===== config.mk =====
export PLATFORM = sky130hd
export DESIGN_NAME = fg_button_conditioner
export DESIGN_NICKNAME = d
export VERILOG_FILES = /design/src/rtl/fg_button_conditioner.sv
export SDC_FILE = /design/constraint.sdc
export NUM_CORES = 1
export LEC_CHECK = 0
export ABC_CLOCK_PERIOD_IN_PS = 2800
export CAP_MARGIN = 20
export CORE_MARGIN = 10
export CORE_UTILIZATION = 50
export DETAILED_ROUTE_END_ITERATION = 8
export GPL_ROUTABILITY_DRIVEN = 0
export PLACE_DENSITY_LB_ADDON = 0.08
export SYNTH_ARGS = -nofsm -noshare
export SYNTH_HDL_FRONTEND = slang
export SYNTH_SLANG_ARGS = --single-unit

===== constraint.sdc =====
create_clock -name clk_i -period 2.8 [get_ports clk_i]
set_clock_uncertainty 0.05 [all_clocks]
set_input_delay 0.56 -clock clk_i [delete_from_list [all_inputs] [get_ports clk_i]]
set_output_delay 0.56 -clock clk_i [all_outputs]
set_load 0.02 [all_outputs]

===== src/rtl/fg_button_conditioner.sv =====
// Pushbutton conditioner: debounces a pre-synchronized level, emits press/release
// pulses, auto-repeat pulses while held and a long-press flag.
module fg_button_conditioner #(
  parameter int DEBOUNCE_CYCLES = 20000,
  parameter int HOLD_CYCLES     = 10000000,
  parameter int REPEAT_CYCLES   = 2500000
) (
  input  logic clk_i,
  input  logic rstn_i,
  input  logic sync_i,
  output logic level_o,
  output logic press_o,
  output logic release_o,
  output logic repeat_o,
  output logic hold_o
);

  localparam int DW   = $clog2(DEBOUNCE_CYCLES + 1);
  localparam int HMAX = (HOLD_CYCLES > REPEAT_CYCLES) ? HOLD_CYCLES : REPEAT_CYCLES;
  localparam int HW   = $clog2(HMAX + 1);

  localparam logic [DW-1:0] DEB_LAST = DW'(DEBOUNCE_CYCLES - 1);
  localparam logic [HW-1:0] HOLD_LAST = HW'(HOLD_CYCLES - 1);
  localparam logic [HW-1:0] REP_LAST  = HW'(REPEAT_CYCLES - 1);

  typedef enum logic [1:0] {
    ST_IDLE   = 2'd0,
    ST_HOLD   = 2'd1,
    ST_REPEAT = 2'd2
  } state_t;

  state_t          r_state;
  state_t          w_state_next;
  logic [DW-1:0]   r_deb_cnt;
  logic [DW-1:0]   w_deb_cnt_next;
  logic [HW-1:0]   r_hold_cnt;
  logic [HW-1:0]   w_hold_cnt_next;
  logic            r_level;
  logic            r_press;
  logic            r_release;
  logic            r_repeat;
  logic            w_differ;
  logic            w_toggle;
  logic            w_rise;
  logic            w_fall;
  logic            w_repeat_next;

  // The debounced level flips on the edge that sees the last of a run of differing samples.
  assign w_differ = (sync_i != r_level);
  assign w_toggle = w_differ && (r_deb_cnt == DEB_LAST);
  assign w_rise   = w_toggle && !r_level;
  assign w_fall   = w_toggle && r_level;

  always_comb begin
    w_deb_cnt_next = '0;
    if (w_differ && !w_toggle) begin
      w_deb_cnt_next = r_deb_cnt + 1'b1;
    end
  end

  always_comb begin
    w_state_next    = r_state;
    w_hold_cnt_next = r_hold_cnt;
    w_repeat_next   = 1'b0;
    case (r_state)
      ST_IDLE: begin
        if (w_rise) begin
          w_state_next    = ST_HOLD;
          w_hold_cnt_next = '0;
        end
      end
      ST_HOLD: begin
        // A debounced release takes priority over a coincident count expiry.
        if (w_fall) begin
          w_state_next    = ST_IDLE;
          w_hold_cnt_next = '0;
        end else if (r_hold_cnt == HOLD_LAST) begin
          w_state_next    = ST_REPEAT;
          w_hold_cnt_next = '0;
          w_repeat_next   = 1'b1;
        end else begin
          w_hold_cnt_next = r_hold_cnt + 1'b1;
        end
      end
      ST_REPEAT: begin
        if (w_fall) begin
          w_state_next    = ST_IDLE;
          w_hold_cnt_next = '0;
        end else if (r_hold_cnt == REP_LAST) begin
          w_hold_cnt_next = '0;
          w_repeat_next   = 1'b1;
        end else begin
          w_hold_cnt_next = r_hold_cnt + 1'b1;
        end
      end
      default: begin
        w_state_next    = ST_IDLE;
        w_hold_cnt_next = '0;
      end
    endcase
  end

  always_ff @(posedge clk_i or negedge rstn_i) begin
    if (!rstn_i) begin
      r_state    <= ST_IDLE;
      r_deb_cnt  <= '0;
      r_hold_cnt <= '0;
      r_level    <= 1'b0;
      r_press    <= 1'b0;
      r_release  <= 1'b0;
      r_repeat   <= 1'b0;
    end else begin
      r_state    <= w_state_next;
      r_deb_cnt  <= w_deb_cnt_next;
      r_hold_cnt <= w_hold_cnt_next;
      r_level    <= r_level ^ w_toggle;
      r_press    <= w_rise;
      r_release  <= w_fall;
      r_repeat   <= w_repeat_next;
    end
  end

  assign level_o   = r_level;
  assign press_o   = r_press;
  assign release_o = r_release;
  assign repeat_o  = r_repeat;
  assign hold_o    = (r_state == ST_REPEAT);

endmodule


==> out/qor.yml, run 1 <==
timing:
  drv_slew: 0
  timing.final.ws_setup_ps: 107
  period_needed_ps: 2690
  setup_viol_count_final: 0
  worstMarginPinSlew_ps: 709
  finalSetupTns_ps: 0
  period_share_pct: 96.2
  rsz0062_at_grt: "no"
  hold_slack_ps: 279
  clock.fmax_mhz: 371
  finalHoldViolCount: 0
  max_slew_margin_pct: 52.6
global_route:
  overflow: 0
  grt_pass1_vias: 2222
  antenna_found_initial: 0
  grt_pass1_wl_um: 11300
  grt_max_degree: 46
  grt_use_total_pct: 15.7
setup_path:
  critical_path.cell_chain: "or4_1 -> or4_4 -> o41a_4 -> o21ai_4 -> buf_12 -> o211ai_1"
  slowest_stage: "or4_4"
  rrSetupSlack_ps: 110
  cp_num_buf_inv: 1
  startpoint_type: "flip-flop"
  rr_worst_depth: 6
  r2r-start: "r_hold_cnt[12]"
  cpLargestDelayFamily: "simple AND/OR/NAND/NOR gates"
  slowest_delay_ps: 560
  crit_path_end_kind: "flip-flop"
  required_ps: 2920
  cp.arrival_ps: 2810
  r2r_end: "r_hold_cnt[17]"
  critPathMaxFanout: 11
  critical_path_class: "flip-flop to flip-flop"
route:
  drt-initial-drc-count: 109
  route.detailed.drc: 0
  drtPass1Iterations: 4
  wl_per_cell_um: 16.6
  antenna_left: 0
  vias: 2321
  routed_wl_um: 6420
  vias_per_cell: 6.00
run_status:
  status: "finished clean"
logic_synthesis:
  yosys.area_share.simple_pct: 26.4
  synthAdderAreaFrac_pct: 2.27
  synth_top_cell_by_area: "dfrtp_1"
  netlist_top_cells_area: "dfrtp_1, nand2_1, o211ai_2"
  ys_ff_latch: 45
  synth-edff-count: 0
  synth_xor_area_share_pct: 4.45
  synth.area.mux_share_pct: 0.408
  synthesis.nets: 301
  synthDistinctLibCells: 51
  synth_top_area_share_pct: 40.8
  ys_seq_area_share_pct: 40.8
  synthCells: 293
  synth_area_um2: 2760
  yosysWarnings: 0
  async_flop_share_pct: 100
  synth_area_per_cell_um2: 9.41
  ys.flop_type: "dfrtp_1"
  synth_compound_area_share_pct: 21.4
  synth_top_family_by_area: "simple AND/OR/NAND/NOR gates"
placement:
  dpl_cell_area_um2: 3010
  dp_hpwl_um: 4600
  io_buffers: 7
  dp_slack_ps: 60.6
cells_and_area:
  nNetsFinal: 325
  layout_common_cells: "dfrtp_1, nand2_1, nor2_1"
  diodes: 0
  fin_area_um2: 3120
  fin_util_pct: 59.6
  area_growth_pct: 13.2
  drive_above_1_share_pct: 18.3
  fillers: 471
  final_common_cell: "dfrtp_1"
hold_path:
  hold_path.class: "input port to async pin"
die:
  dieArea_um2: 8890
  dieHeight_um: 94.3
  core_um2: 5240
  initial_utilization_pct: 52.7
  num_rows: 26
  dieWidth_um: 94.3
  io_pins: 8
clock_tree:
  insertion_delay_ps: 300
  max-clock-path-buffers: 2
  clock-sinks: 45
  cts_root_buf: "clkbuf_8"
  cts_buffers: 5
  cts_tree: "done"
  holdBufCountCts: 0
  htree_num_levels: 2
  clkTransAtPathRegs_ps: 90
pwr:
  p_leak_nw: 1.21
  ir_drop_mv: 0.206
  p_per_area_nw_per_um2: 356
run:
  maxCapViolations: 0
-- cells by family after synthesis --
kind of cell | count (synthesis)
adders and majority gates | 5
buffers and inverters | 24
and+or+nand+nor | 138
xor gates and xnor gates | 14
muxes | 1
DFF | 45
AOI/OAI and AO/OA | 66
-- stage by stage --
step	instances	power, mW
floorplan	293	0.694
global placement	377	0.717
detailed placement	377	0.719
CTS	384	1.13
global route	387	1.16
finish	387	1.11
-- synth_stat cells (all sizes together) (6+ instances only) --
| library cell | number |
|---|---|
| xnor2 | 7 |
| or3 | 6 |
| inv | 10 |
| clkbuf | 6 |
| o2111ai | 6 |
| dfrtp | 45 |
| xor2 | 7 |
| nand2 | 39 |
| nor4 | 6 |
| o21ai | 13 |
| nor2 | 25 |
| buf | 8 |
| nand3 | 15 |
| o211ai | 24 |
| nand4 | 10 |
-- layer usage --
layer	GRT usage, %	part of all wire [%]	vias to the layer above
li1	-	-	1140
met1	22.3	50	1137
met2	23.0	44	36
met3	3.04	5.1	8
met4	4.81	1.3	0
met5	0	0	-
-- where the power goes --
part           total, mW  internal [mW]  switching, mW
Clock              0.405          0.172          0.233
Combinational     0.0391         0.0125         0.0265
Sequential         0.665          0.657        0.00854
Total               1.11          0.842          0.268
-- layout make-up --
| class | count | area [µm²] | share of cell area (%) |
|---|---|---|---|
| repair buffers | 31 | 258 | 8.26 |
| clock buffers | 5 | 68.8 | 2.21 |
| clock inverters | 2 | 16.3 | 0.521 |
| well taps | 70 | 87.6 | 2.81 |
| inverters | 10 | 37.5 | 1.20 |
| flip-flops and latches | 45 | 1130 | 36.1 |
| multi-input cells | 224 | 1530 | 48.9 |
-- timing repair --
item,CTS,global route
setup endpoints to repair,0,5
gates resized for setup,0,3
setup buffers,0,3
-- flip-flops by register name, summed over array words and instances, names as in the netlist, named ones only --
signal and cells:
press_o 1, r_state 2, release_o 1, r_hold_cnt 24, r_deb_cnt 15, repeat_o 1
-- worst max-delay path by stage --
stage / cells past startpoint / endpoint / slack (ps) / from
3_3_place_gp: 6 / r_hold_cnt[17] / 110 / r_hold_cnt[12]
3_5_place_dp: 7 / r_hold_cnt[10] / 60 / sync_i
6_report: 6 / r_hold_cnt[17] / 110 / r_hold_cnt[12]
5_1_grt: 6 / r_hold_cnt[17] / 30 / r_hold_cnt[12]
2_1_floorplan: 7 / r_hold_cnt[14] / 270 / r_hold_cnt[12]
4_1_cts: 6 / r_hold_cnt[17] / 100 / r_hold_cnt[12]
No activity file was read; power rests on OpenSTA's default activity.
==> run 2: changes to the inputs <==
CORE_MARGIN = 2   (was 10)
==> run 2 against run 1 <==
Global-route usage increased by 8.0 points. Cell count increased by 0.52%. Flip-flop and latch count unchanged. Register-to-register slack got worse by 60 ps. Combinational power about the same. Worst hold slack got worse by 130 ps. First-iteration DRC count increased by 53%. Clock-buffer cell count unchanged. Non-clock buffer count unchanged.
==> out/qor.yml, run 2 (same netlist as run 1, synthesis figures left out) <==
run_status:
  status: "finished clean"
clock_tree:
  holdBufCountCts: 0  # unchanged
  insertion_delay_ps: 300  # about the same
  cts_tree: "done"
  clkTransAtPathRegs_ps: 90  # about the same
  max-clock-path-buffers: 2  # unchanged
  htree_num_levels: 2  # unchanged
  clock-sinks: 45  # unchanged
  cts_root_buf: "clkbuf_8"
  cts_buffers: 5  # unchanged
global_route:
  overflow: 0  # unchanged
  grt_pass1_vias: 2228  # +0.27%
  antenna_found_initial: 0  # unchanged
  grt_use_total_pct: 23.6  # +8.0 points
  grt_pass1_wl_um: 11400  # +0.67%
  grt_max_degree: 27  # -41%
placement:
  dp_hpwl_um: 4780  # +3.8%
  io_buffers: 7  # unchanged
  dp_slack_ps: 81.8  # +21.2 ps
  dpl_cell_area_um2: 3000  # about the same
  place_inst: 380  # +0.80%
die:
  initial_utilization_pct: 51.0  # -1.6 points
  core_um2: 5410  # +3.2%
  num_rows: 27  # +3.8%
  io_pins: 8  # unchanged
  dieArea_um2: 6130  # -31%
  dieHeight_um: 78.3  # -17%
  dieWidth_um: 78.3  # -17%
pwr:
  ir_drop_mv: 0.213  # +3.5%
  p_per_area_nw_per_um2: 380  # +6.9%
  p_leak_nw: 1.22  # +0.75%
  power_mw: 1.19  # +7.1%
timing:
  drv_slew: 0  # unchanged
  rsz0062_at_grt: "yes"
  timing.final.ws_setup_ps: 43.1  # -64.1 ps
  setup_viol_count_final: 0  # unchanged
  finalHoldViolCount: 0  # unchanged
  max_slew_margin_pct: 54.4  # +1.8 points
  worstMarginPinSlew_ps: 682  # -27.1 ps
  period_needed_ps: 2760  # +64.1 ps
  period_share_pct: 98.5  # +2.3 points
  clock.fmax_mhz: 363  # -2.3%
setup_path:
  critical_path.cell_chain: "or4_1 -> or4_4 -> o41a_4 -> o21ai_4 -> buf_4 -> o2bb2a_1"
  rr_worst_depth: 6  # unchanged
  cp.arrival_ps: 2890  # +80 ps
  slowest_delay_ps: 560  # about the same
  cp_num_buf_inv: 1  # unchanged
  worst-path-stages: 6  # unchanged
  crit_path_end_kind: "flip-flop"
  startpoint_type: "flip-flop"
  cpLargestDelayFamily: "simple AND/OR/NAND/NOR gates"
  required_ps: 2940  # +20 ps
  critPathMaxFanout: 13  # +2
  slowest_stage: "or4_4"
  critical_path_class: "flip-flop to flip-flop"
cells_and_area:
  area_growth_pct: 13.4
  top_regs: "r_hold_cnt (24), r_deb_cnt (15), r_state (2)"
  layout_common_cells: "dfrtp_1, nand2_1, nor2_1"
  largest_reg_flops: 24  # unchanged
  fin_area_um2: 3130  # +0.24%
  diodes: 0  # unchanged
  stdcell_count: 389  # +0.52%
  fin_util_pct: 57.9  # -1.7 points
  max_flop_register: "r_hold_cnt"
  nNetsFinal: 325  # unchanged
  final_common_cell: "dfrtp_1"
  drive_above_1_share_pct: 18.0  # -0.32 points
route:
  antenna_left: 0  # unchanged
  wl_per_cell_um: 17.0  # +2.7%
  route.detailed.drc: 0  # unchanged
  vias_per_cell: 6.10  # +1.7%
  drtPass1Iterations: 4  # unchanged
  drt-initial-drc-count: 167  # +53%
  routed_wl_um: 6620  # +3.2%
  vias: 2373  # +2.2%
hold_path:
  hold_path.class: "input port to async pin"
run:
  maxCapViolations: 0  # unchanged
==> run 2: cell count changes in the layout (fill, tap and decap cells not counted), sizes merged <==
| cell | change |
|---|---|
| bufinv | +1 |
| clkinvlp | -1 |
==> run 2: final timing paths <==
check	startpoint	to	slack, ps
setup / recovery	r_hold_cnt[12]	r_hold_cnt[16]	40
hold / removal	rstn_i	r_deb_cnt[2]	150
setup reg to reg	r_hold_cnt[12]	r_hold_cnt[16]	40
hold reg to reg	r_deb_cnt[0]	r_deb_cnt[0]	440
max in group asynchronous	rstn_i	r_hold_cnt[20]	1830
min in group clk_i	r_deb_cnt[0]	r_deb_cnt[0]	440
==> run 2: power by group <==
group	switching [mW]	total, mW	internal, mW
Clock	0.225	0.485	0.260
Combinational	0.0267	0.0390	0.0123
Sequential	0.00817	0.665	0.657
==> run 2: layout make-up <==
class                           instances  area [µm²]
Fill cell                             489        2280
Multi-Input combinational cell        224        1530
Sequential cell                        45        1130
Timing Repair Buffer                   31         245
Tap cell                               72        90.1
Clock buffer                            5        68.8
Inverter                               10        37.5
Clock inverter                          2        35.0
==> run 2: routing by layer <==
layer / wire length, µm / GRT usage, %
met1: 3360 / 35.7
met2: 2860 / 34.1
met3: 344 / 5.40
met4: 59 / 6.14
met5: 0 / 0
==> run 2: timing repair <==
action | in CTS | in global routing
gates resized for setup | 0 | 1
setup endpoints to repair | 0 | 6
setup buffers | 0 | 2
==> run 2: metrics by stage <==
step / hold WS [ps] / setup TNS [ps]
global route: 172 / -27.8
CTS: 168 / 0
floorplan: 214 / 0
detailed placement: 428 / 0
finish: 148 / 0
global placement: 423 / 0
==> run 3: changes to the inputs <==
CTS_CLUSTER_DIAMETER = 200   (was default)
==> results of run 3 <==
The final DEF is identical to that of run 2; final timing and power are the same.
